`src/rtl/fifo_rd_drain_if.sv`:
```
// Handshake bundle for fifo_rd_drain: the FIFO read port on one side and
// the downstream valid/ready stream on the other.
// master: the drain controller. slave: the FIFO plus the downstream sink.
interface fifo_rd_drain_if #(
  parameter int WIDTH = 8
) ();
  logic             fifo_rd_en;
  logic [WIDTH-1:0] fifo_rd_data;
  logic             fifo_empty;
  logic             m_valid;
  logic             m_ready;
  logic [WIDTH-1:0] m_data;

  modport master (
    output fifo_rd_en,
    input  fifo_rd_data,
    input  fifo_empty,
    output m_valid,
    input  m_ready,
    output m_data
  );

  modport slave (
    input  fifo_rd_en,
    output fifo_rd_data,
    output fifo_empty,
    input  m_valid,
    output m_ready,
    input  m_data
  );
endinterface

```
`src/rtl/fifo_rd_drain.sv`:
```
// fifo_rd_drain: read-side consumer for the synchronous fifo.
// Issues fifo_rd_en, captures rd_data one cycle later into a 2-entry skid
// buffer (head r_h, tail r_t) and presents words as a valid/ready stream.
// At most two words are ever owed (buffered + in flight), so downstream
// back-pressure can never overflow the buffer; full rate is kept by letting
// this cycle's pop free a slot for this cycle's read (m_ready -> fifo_rd_en).
// Optional feature macro: FIFO_RD_DRAIN_CNT_EN adds the word_cnt output, a
// CNT_W-bit wrapping count of accepted downstream words.
module fifo_rd_drain #(
  parameter int WIDTH = 8,
  parameter int CNT_W = 16
) (
  input  logic             clk,
  input  logic             rstn,
  input  logic             en,
  fifo_rd_drain_if.master  bus,
  output logic             busy
`ifdef FIFO_RD_DRAIN_CNT_EN
  ,
  output logic [CNT_W-1:0] word_cnt
`endif
);

  logic             r_pend;
  logic [1:0]       r_occ;
  logic [WIDTH-1:0] r_h;
  logic [WIDTH-1:0] r_t;

  logic             w_pop;
  logic [1:0]       w_occ_left;
  logic [2:0]       w_load;
  logic             w_rd_en;
  logic             w_capture;

  // Buffer occupancy left after this cycle's pop, plus the word in flight.
  assign w_pop      = (r_occ != 2'd0) & bus.m_ready;
  assign w_occ_left = r_occ - {1'b0, w_pop};
  assign w_load     = {1'b0, w_occ_left} + {2'b00, r_pend};

  // Gated by rstn so no read reaches the FIFO while the block is held in reset.
  assign w_rd_en    = rstn & en & ~bus.fifo_empty & (w_load < 3'd2);
  assign w_capture  = r_pend;

  assign bus.fifo_rd_en = w_rd_en;
  assign bus.m_valid    = (r_occ != 2'd0);
  assign bus.m_data     = r_h;
  assign busy           = r_pend | (r_occ != 2'd0);

  // Read-in-flight flag and occupancy: pop and capture in the same cycle cancel.
  always_ff @(posedge clk or negedge rstn) begin
    if (!rstn) begin
      r_pend <= 1'b0;
      r_occ  <= 2'd0;
    end else begin
      r_pend <= w_rd_en & ~bus.fifo_empty;
      r_occ  <= w_occ_left + {1'b0, r_pend};
    end
  end

  // Head register: takes the arriving word when the buffer drains to empty,
  // otherwise advances from the tail on a pop of a full buffer.
  always_ff @(posedge clk or negedge rstn) begin
    if (!rstn) begin
      r_h <= '0;
    end else if (w_capture && (w_occ_left == 2'd0)) begin
      r_h <= bus.fifo_rd_data;
    end else if (w_pop && (r_occ == 2'd2)) begin
      r_h <= r_t;
    end
  end

  // Tail register: takes the arriving word whenever one word stays buffered.
  always_ff @(posedge clk) begin
    if (w_capture && (w_occ_left == 2'd1)) begin
      r_t <= bus.fifo_rd_data;
    end
  end

`ifdef FIFO_RD_DRAIN_CNT_EN
  logic [CNT_W-1:0] r_word_cnt;

  // Accepted-word counter, wraps modulo 2^CNT_W.
  always_ff @(posedge clk or negedge rstn) begin
    if (!rstn) begin
      r_word_cnt <= '0;
    end else if (w_pop) begin
      r_word_cnt <= r_word_cnt + {{(CNT_W-1){1'b0}}, 1'b1};
    end
  end

  assign word_cnt = r_word_cnt;
`endif

endmodule
```
`src/flat_wrapper.sv`:
```
// flat-port wrapper written by rule: the top's interface ports become plain ports
module fifo_rd_drain_flat 
#(
  parameter int WIDTH = 8,
  parameter int CNT_W = 16
)
  (clk, rstn, en, busy, bus_fifo_rd_en, bus_fifo_rd_data, bus_fifo_empty, bus_m_valid, bus_m_ready, bus_m_data);
  fifo_rd_drain_if #(.WIDTH(WIDTH)) bus_i ();
  input  logic clk;
  input  logic rstn;
  input  logic en;
  output logic busy;
  output wire logic [$bits(bus_i.fifo_rd_en)-1:0] bus_fifo_rd_en;
  input wire logic [$bits(bus_i.fifo_rd_data)-1:0] bus_fifo_rd_data;
  input wire logic [$bits(bus_i.fifo_empty)-1:0] bus_fifo_empty;
  output wire logic [$bits(bus_i.m_valid)-1:0] bus_m_valid;
  input wire logic [$bits(bus_i.m_ready)-1:0] bus_m_ready;
  output wire logic [$bits(bus_i.m_data)-1:0] bus_m_data;
  assign bus_fifo_rd_en = bus_i.fifo_rd_en;
  assign bus_i.fifo_rd_data = bus_fifo_rd_data;
  assign bus_i.fifo_empty = bus_fifo_empty;
  assign bus_m_valid = bus_i.m_valid;
  assign bus_i.m_ready = bus_m_ready;
  assign bus_m_data = bus_i.m_data;
  fifo_rd_drain #(.WIDTH(WIDTH), .CNT_W(CNT_W)) u_core (.clk(clk), .rstn(rstn), .en(en), .bus(bus_i), .busy(busy));
endmodule
```
`config.mk`:
```
export PLATFORM = sky130hd
export DESIGN_NAME = fifo_rd_drain_flat
export DESIGN_NICKNAME = d
export VERILOG_FILES = /design/src/rtl/fifo_rd_drain_if.sv /design/src/rtl/fifo_rd_drain.sv /design/src/flat_wrapper.sv
export SDC_FILE = /design/constraint.sdc
export NUM_CORES = 1
export LEC_CHECK = 0
export BUFFER_PORTS_ARGS = -buffer_cell sky130_fd_sc_hd__buf_2
export CORE_UTILIZATION = 47
export CTS_BUF_LIST = sky130_fd_sc_hd__clkbuf_4
export DETAILED_ROUTE_END_ITERATION = 7
export PLACE_DENSITY = 0.76
export SKIP_CTS_REPAIR_TIMING = 1
export SLEW_MARGIN = 5
export SYNTH_ARGS = -nofsm -noshare
export SYNTH_HDL_FRONTEND = slang
export SYNTH_SLANG_ARGS = --single-unit
```
`constraint.sdc`:
```
create_clock -name clk -period 1.8 [get_ports clk]
set_input_delay 0.09 -clock clk [delete_from_list [all_inputs] [get_ports clk]]
set_output_delay 0.09 -clock clk [all_outputs]
set_load 0.01 [all_outputs]
```
**Yosys cells after proc, flatten, opt, wreduce, memory -nomap -nowiden**

Cells that the tools add are included.
Widths: inputs -> output; s select.

- Flip-flop bits (word level): 19
- Bits in latches: 0
- Bits in writable memories: 0
- ROM bits: 0
- Input bits: 13
- Output and inout bits: 11
- Word-level logic and storage cells: 25
- Memories kept: 0

- $add $sub $neg: 3
- Multipliers: 0
- Divide/modulo/power cells: 0
- $lt $le $gt $ge: 1
- Equal/unequal tests: 2
- Shift-type cells: 0
- Multiplexer cells: 2
- Bitwise operators: 7
- Reduce and logical (&&, ||, !) cells: 6

Operators by type and width:

| operator | number |
|---|---|
| $mux 8 | 2 |
| $and 1x1->1 | 5 |
| $reduce_bool 2->1 | 2 |
| $add 2x1->3 | 1 |
| $logic_and 1x1->1 | 3 |
| $lt 3x2->1 const B | 1 |
| $add 2x1->2 | 1 |
| $eq 2x1->1 const B | 1 |
| $eq 2x2->1 const B | 1 |
| $logic_not 2->1 | 1 |
| $sub 2x1->2 | 1 |
| $not 1->1 | 1 |
| $or 1x1->1 | 1 |

**Longest topological paths before layout**

- Depth after elaboration: 7
- Mapped depth: 6
- Gate-level depth less buffers: 6

**Worst setup path before layout**

No wires, ideal clock.

- Path kind: register to register
- Start: register u_core.r_occ[1]
- End: register u_core.r_t[0] (enable)
- Library setup time: 332 ps
- Arrival time: 1670 ps
- Data required time: 1468 ps
- Slack: -201 ps
- Stages on the path, launching flop included: 6
- Path buffers: 0
- Period minus slack after synthesis: 2001 ps
- Cells stage by stage: dfrtp_1 -> or2_1 -> and2_1 -> ha_1 -> xnor2_2 -> and3b_1

- Word-level cells in the longest chain between the ends: 5

RTL lines:

| element | RTL line | source |
|---|---|---|
| from (decl) | fifo_rd_drain.sv:25 | `logic [1:0] r_occ;` |
| from (signal assigned) | fifo_rd_drain.sv:56 | `r_occ <= w_occ_left + {1'b0, r_pend};` |
| $reduce_bool 2->1 | - |  |
| via bus_m_valid | flat_wrapper.sv:16 | `output wire logic [$bits(bus_i.m_valid)-1:0] bus_m_valid;` |
| $and 1x1->1 | fifo_rd_drain.sv:36 | `assign w_pop = (r_occ != 2'd0) & bus.m_ready;` |
| $sub 2x1->2 | fifo_rd_drain.sv:37 | `assign w_occ_left = r_occ - {1'b0, w_pop};` |
| $eq 2x1->1 | fifo_rd_drain.sv:74 | `if (w_capture && (w_occ_left == 2'd1)) begin` |
| $logic_and 1x1->1 | fifo_rd_drain.sv:74 |  |
| to (signal assigned) | fifo_rd_drain.sv:75 | `r_t <= bus.fifo_rd_data;` |
| to (decl) | fifo_rd_drain.sv:27 | `logic [WIDTH-1:0] r_t;` |

The timed path passes the listed nets, and every way through them passes these cells.
A chain may end at the register's enable or synchronous reset.

**Final worst setup path**

- Start: register u_core.r_occ[0]
- End: output port bus_fifo_rd_en

- Word-level cells in the longest chain between the ends: 6

RTL lines:

| element | RTL line | source |
|---|---|---|
| $reduce_bool 2->1 | fifo_rd_drain.sv:36 |  |
| $and 1x1->1 | fifo_rd_drain.sv:36 |  |
| $sub 2x1->2 * | fifo_rd_drain.sv:37 |  |
| $add 2x1->3 * | fifo_rd_drain.sv:38 | `assign w_load = {1'b0, w_occ_left} + {2'b00, r_pend};` |
| $lt 3x2->1 * | fifo_rd_drain.sv:41 | `assign w_rd_en = rstn & en & ~bus.fifo_empty & (w_load < 3'd2);` |
| $and 1x1->1 * | fifo_rd_drain.sv:41 |  |
| to (decl) | flat_wrapper.sv:13 | `output wire logic [$bits(bus_i.fifo_rd_en)-1:0] bus_fifo_rd_en;` |

Every way passes the cells marked *; elsewhere a longest branch is shown, timed or not.

==> metrics.txt <==
# TYPE chip_impl_metric gauge
chip_impl_info{name="worstPathCellList",value="or2_1, and2_4, ha_4, nand2b_4, ha_4, and4b_1, buf_2"} 1
chip_impl_metric{name="area_delta_synth_final",unit="%"} 40.0
chip_impl_metric{name="max_slew_margin",unit="%"} 80.9
chip_impl_info{name="rsz0062_at_grt",value="yes"} 1
chip_impl_metric{name="share_of_final_layout_standard_cells_stronger_than_drive_strength_1",unit="%"} 54.4
chip_impl_metric{name="cts_buffers",unit=""} 3
chip_impl_metric{name="vias",unit=""} 557
chip_impl_metric{name="overall_fraction_of_global_route_tracks_in_use",unit="%"} 15.3
chip_impl_info{name="mostFrequentLayoutCell",value="buf_2"} 1
chip_impl_metric{name="cp_data_arrival_time",unit="ps"} 1920
chip_impl_metric{name="hold_ws",unit="ps"} 93.6
chip_impl_metric{name="design_area",unit="µm²"} 1220
chip_impl_metric{name="synth.yosys.warnings",unit=""} 0
chip_impl_metric{name="place_area",unit="µm²"} 1040
chip_impl_info{name="cpMaxStageDelayCell",value="dfrtp_1"} 1
chip_impl_metric{name="setup_slack",unit="ps"} -208
chip_impl_metric{name="die-width",unit="µm"} 45.1
chip_impl_metric{name="place_ws",unit="ps"} -79.4
chip_impl_metric{name="grt_first_pass_wirelength",unit="mm"} 2.06
chip_impl_metric{name="initial_antenna_violation_count",unit=""} 0
chip_impl_metric{name="max_freq",unit="MHz"} 498
chip_impl_metric{name="max_stage_delay",unit="ps"} 410
chip_impl_metric{name="drtPass1Iterations",unit=""} 1
chip_impl_metric{name="clock_sink_count",unit=""} 19
chip_impl_metric{name="first_global_vias",unit=""} 477
chip_impl_metric{name="nets",unit=""} 106
chip_impl_info{name="clock_tree_from_tritoncts",value="built"} 1
chip_impl_metric{name="setup_violations",unit=""} 9
chip_impl_info{name="timing.critical_path.to_type",value="output port"} 1
chip_impl_metric{name="worst_skew_pair.late_latency",unit="ps"} 300
chip_impl_metric{name="design.core.area",unit="µm²"} 1730
chip_impl_metric{name="p_sw_share",unit="%"} 30.9
chip_impl_info{name="timing_worst_setup_path_type",value="reg2out"} 1
chip_impl_metric{name="yosys.area.top_type_share",unit="%"} 31.6
chip_impl_metric{name="path_clk_slew",unit="ps"} 100
chip_impl_info{name="worstSetupStartpointType",value="register"} 1
chip_impl_metric{name="yosys.cell_types.count",unit=""} 16
chip_impl_metric{name="post-route-period-util",unit="%"} 112
chip_impl_info{name="worst_path_most_repeated_cell",value="ha_4"} 1
chip_impl_metric{name="fp.dieArea",unit="µm²"} 2030
chip_impl_metric{name="postRouteAntennaNets",unit=""} 0
chip_impl_metric{name="synth_seq_cells",unit=""} 19
chip_impl_info{name="area_leader_netlist",value="dfrtp_1"} 1
chip_impl_metric{name="final-max-slew-violation-count",unit=""} 0
chip_impl_metric{name="cts.htree.levels",unit=""} 1
chip_impl_metric{name="pin_slew_with_the_least_headroom_to_its_limit",unit="ps"} 286
chip_impl_metric{name="post_synth.cell_area_avg",unit="µm²"} 17.8
chip_impl_metric{name="synth.cell_area",unit="µm²"} 872
chip_impl_metric{name="max-vdd-ir-drop",unit="µV"} 933
chip_impl_metric{name="p_leak",unit="nW"} 0.566
chip_impl_metric{name="syn-num-nets",unit=""} 64
chip_impl_metric{name="total_switching_power",unit="mW"} 0.562
chip_impl_metric{name="timing.clock.skew",unit="ps"} 9.83
chip_impl_metric{name="internal_power",unit="mW"} 1.25
chip_impl_metric{name="initial_utilization",unit="%"} 50.5
chip_impl_info{name="layout.cells.most_common_list",value="23 x buf_2, 11 x dfrtp_1, 9 x dlygate4sd3_1"} 1
chip_impl_metric{name="dpl.hpwl",unit="µm"} 947
chip_impl_metric{name="detail_route.drc_violations",unit=""} 0
chip_impl_metric{name="synth_sequential_area_ratio",unit="%"} 59.1
chip_impl_metric{name="timing_hold_violations_final",unit=""} 0
chip_impl_info{name="failed_checks",value="setup timing"} 1
chip_impl_metric{name="power_per_cell_area",unit="nW/µm²"} 1490
chip_impl_metric{name="gp_congestion",unit=""} 0.662
chip_impl_metric{name="die_height",unit="µm"} 45.1
chip_impl_metric{name="share_of_total_power_in_the_clock_network",unit="%"} 11.8
chip_impl_info{name="netlist_top_cells_area",value="dfrtp_1 32%, edfxtp_1 28%, mux2_4 14%, mux2_1 10%, ha_1 2.9%"} 1
chip_impl_metric{name="route.detailed.wl_per_inst",unit="µm"} 12.6
chip_impl_metric{name="floorplan.io_pins",unit=""} 24
chip_impl_info{name="path_class_of_the_lowest_slack_min_delay_path",value="in2reg"} 1
chip_impl_metric{name="port-buffer-count",unit=""} 23
chip_impl_metric{name="rows",unit=""} 15
chip_impl_metric{name="routed_wl",unit="mm"} 1.45
chip_impl_metric{name="maxCapViolCount",unit=""} 0
chip_impl_metric{name="final_cell_utilization_of_the_core",unit="%"} 70.7
chip_impl_metric{name="dr.first_iter.drc_count",unit=""} 0
chip_impl_metric{name="critical_path_peak_fanout",unit=""} 4
chip_impl_metric{name="vias_per_cell",unit=""} 4.84
chip_impl_metric{name="cts_buffer_depth",unit=""} 2
chip_impl_info{name="run_status",value="complete, but fails checks"} 1
chip_impl_metric{name="synthesis.instances",unit=""} 49
chip_impl_metric{name="p_comb_share",unit="%"} 52.4
chip_impl_metric{name="critical_path_required",unit="ps"} 1710
chip_impl_metric{name="seq_power_share",unit="%"} 35.8
chip_impl_metric{name="grt_max_degree",unit=""} 14
chip_impl_metric{name="globalRouteOverflowTotal",unit=""} 0
chip_impl_metric{name="layout_min_cycle_time",unit="ps"} 2010
chip_impl_metric{name="antenna_cells_inserted",unit=""} 0
chip_impl_info{name="ctsRootBufferMaster",value="clkbuf_4"} 1
-- registers in the layout, indices dropped and copies added (netlist names) --
| signal | cells |
|---|---|
| u_core.bus.m_data | 8 |
| u_core.r_occ | 2 |
| u_core.r_pend | 1 |
| u_core.r_t | 8 |
-- final cells by class --
cell class | instances | area (µm²)
clock buffers | 3 | 22.5
clock inverters | 1 | 5.00
fillers | 124 | 505
inverters | 1 | 3.75
multi-input cells | 29 | 400
flip-flops and latches | 19 | 515
well taps | 25 | 31.3
repair buffers | 37 | 243
-- cells in the mapped netlist --
cell,instances
dfrtp_1,11
edfxtp_1,8
mux2_1,8
mux2_4,8
and4b_1,2
ha_1,2
and2_1,1
and3b_1,1
inv_1,1
nand2b_1,1
nand3_4,1
nand3b_4,1
or2_1,1
or3_2,1
xnor2_1,1
xnor2_2,1
-- worst paths after layout --
kind	from	cells past startpoint	to	slack, ps
max	u_core.r_occ[0]	7	bus_fifo_rd_en	-210
min	bus_fifo_empty	2	u_core.r_pend	90
max reg2reg	u_core.r_occ[0]	7	u_core.bus.m_data[1]	-120
min reg2reg	u_core.r_t[7]	2	u_core.bus.m_data[7]	590
max in group asynchronous	rstn	2	u_core.bus.m_data[4]	1380
min in group asynchronous	rstn	2	u_core.bus.m_data[6]	190
-- power groups by stage --
stage | clock [mW] | sequential [mW] | combinational (mW)
floorplan | 0 | 0.714 | 0.472
global placement | 0 | 0.652 | 0.751
detailed placement | 0 | 0.656 | 0.767
CTS | 0.226 | 0.646 | 0.770
global route | 0.243 | 0.665 | 1.04
finish | 0.214 | 0.650 | 0.952
-- layer usage --
metal / wire [µm] / GRT usage [%] / vias to the layer above
met5: 0 / 0 / -
met4: 9 / 7.27 / 0
met3: 54 / 6.00 / 2
met2: 771 / 23.8 / 15
met1: 618 / 18.6 / 275
li1: - / - / 265
-- stage by stage --
step                      cells  setup TNS, ps  total power, mW
after floorplan              49           -744             1.19
after global placement       99           -134             1.40
after detailed placement     99          -1090             1.42
after CTS                   103          -1620             1.64
after global routing        115          -2110             1.94
final                       115          -1050             1.82
-- kinds of logic (layout without fill, tap and decap cells) --
group | Yosys count | after routing | synth area share [%]
mux | 16 | 16 | 24.1
simple gates | 9 | 9 | 10.6
flops | 19 | 19 | 59.1
fa+ha+maj | 2 | 2 | 2.87
buf+inv | 1 | 42 | 0.430
xor+xnor | 2 | 2 | 2.87
-- worst max-delay path, delay by kind of cell, from the launching register on --
kind          cells  cell delay (ps)
fa+ha+maj         2              410
buf+inv           1              130
simple gates      4              680
flops             1              410
No activity file was read; power rests on OpenSTA's default activity.
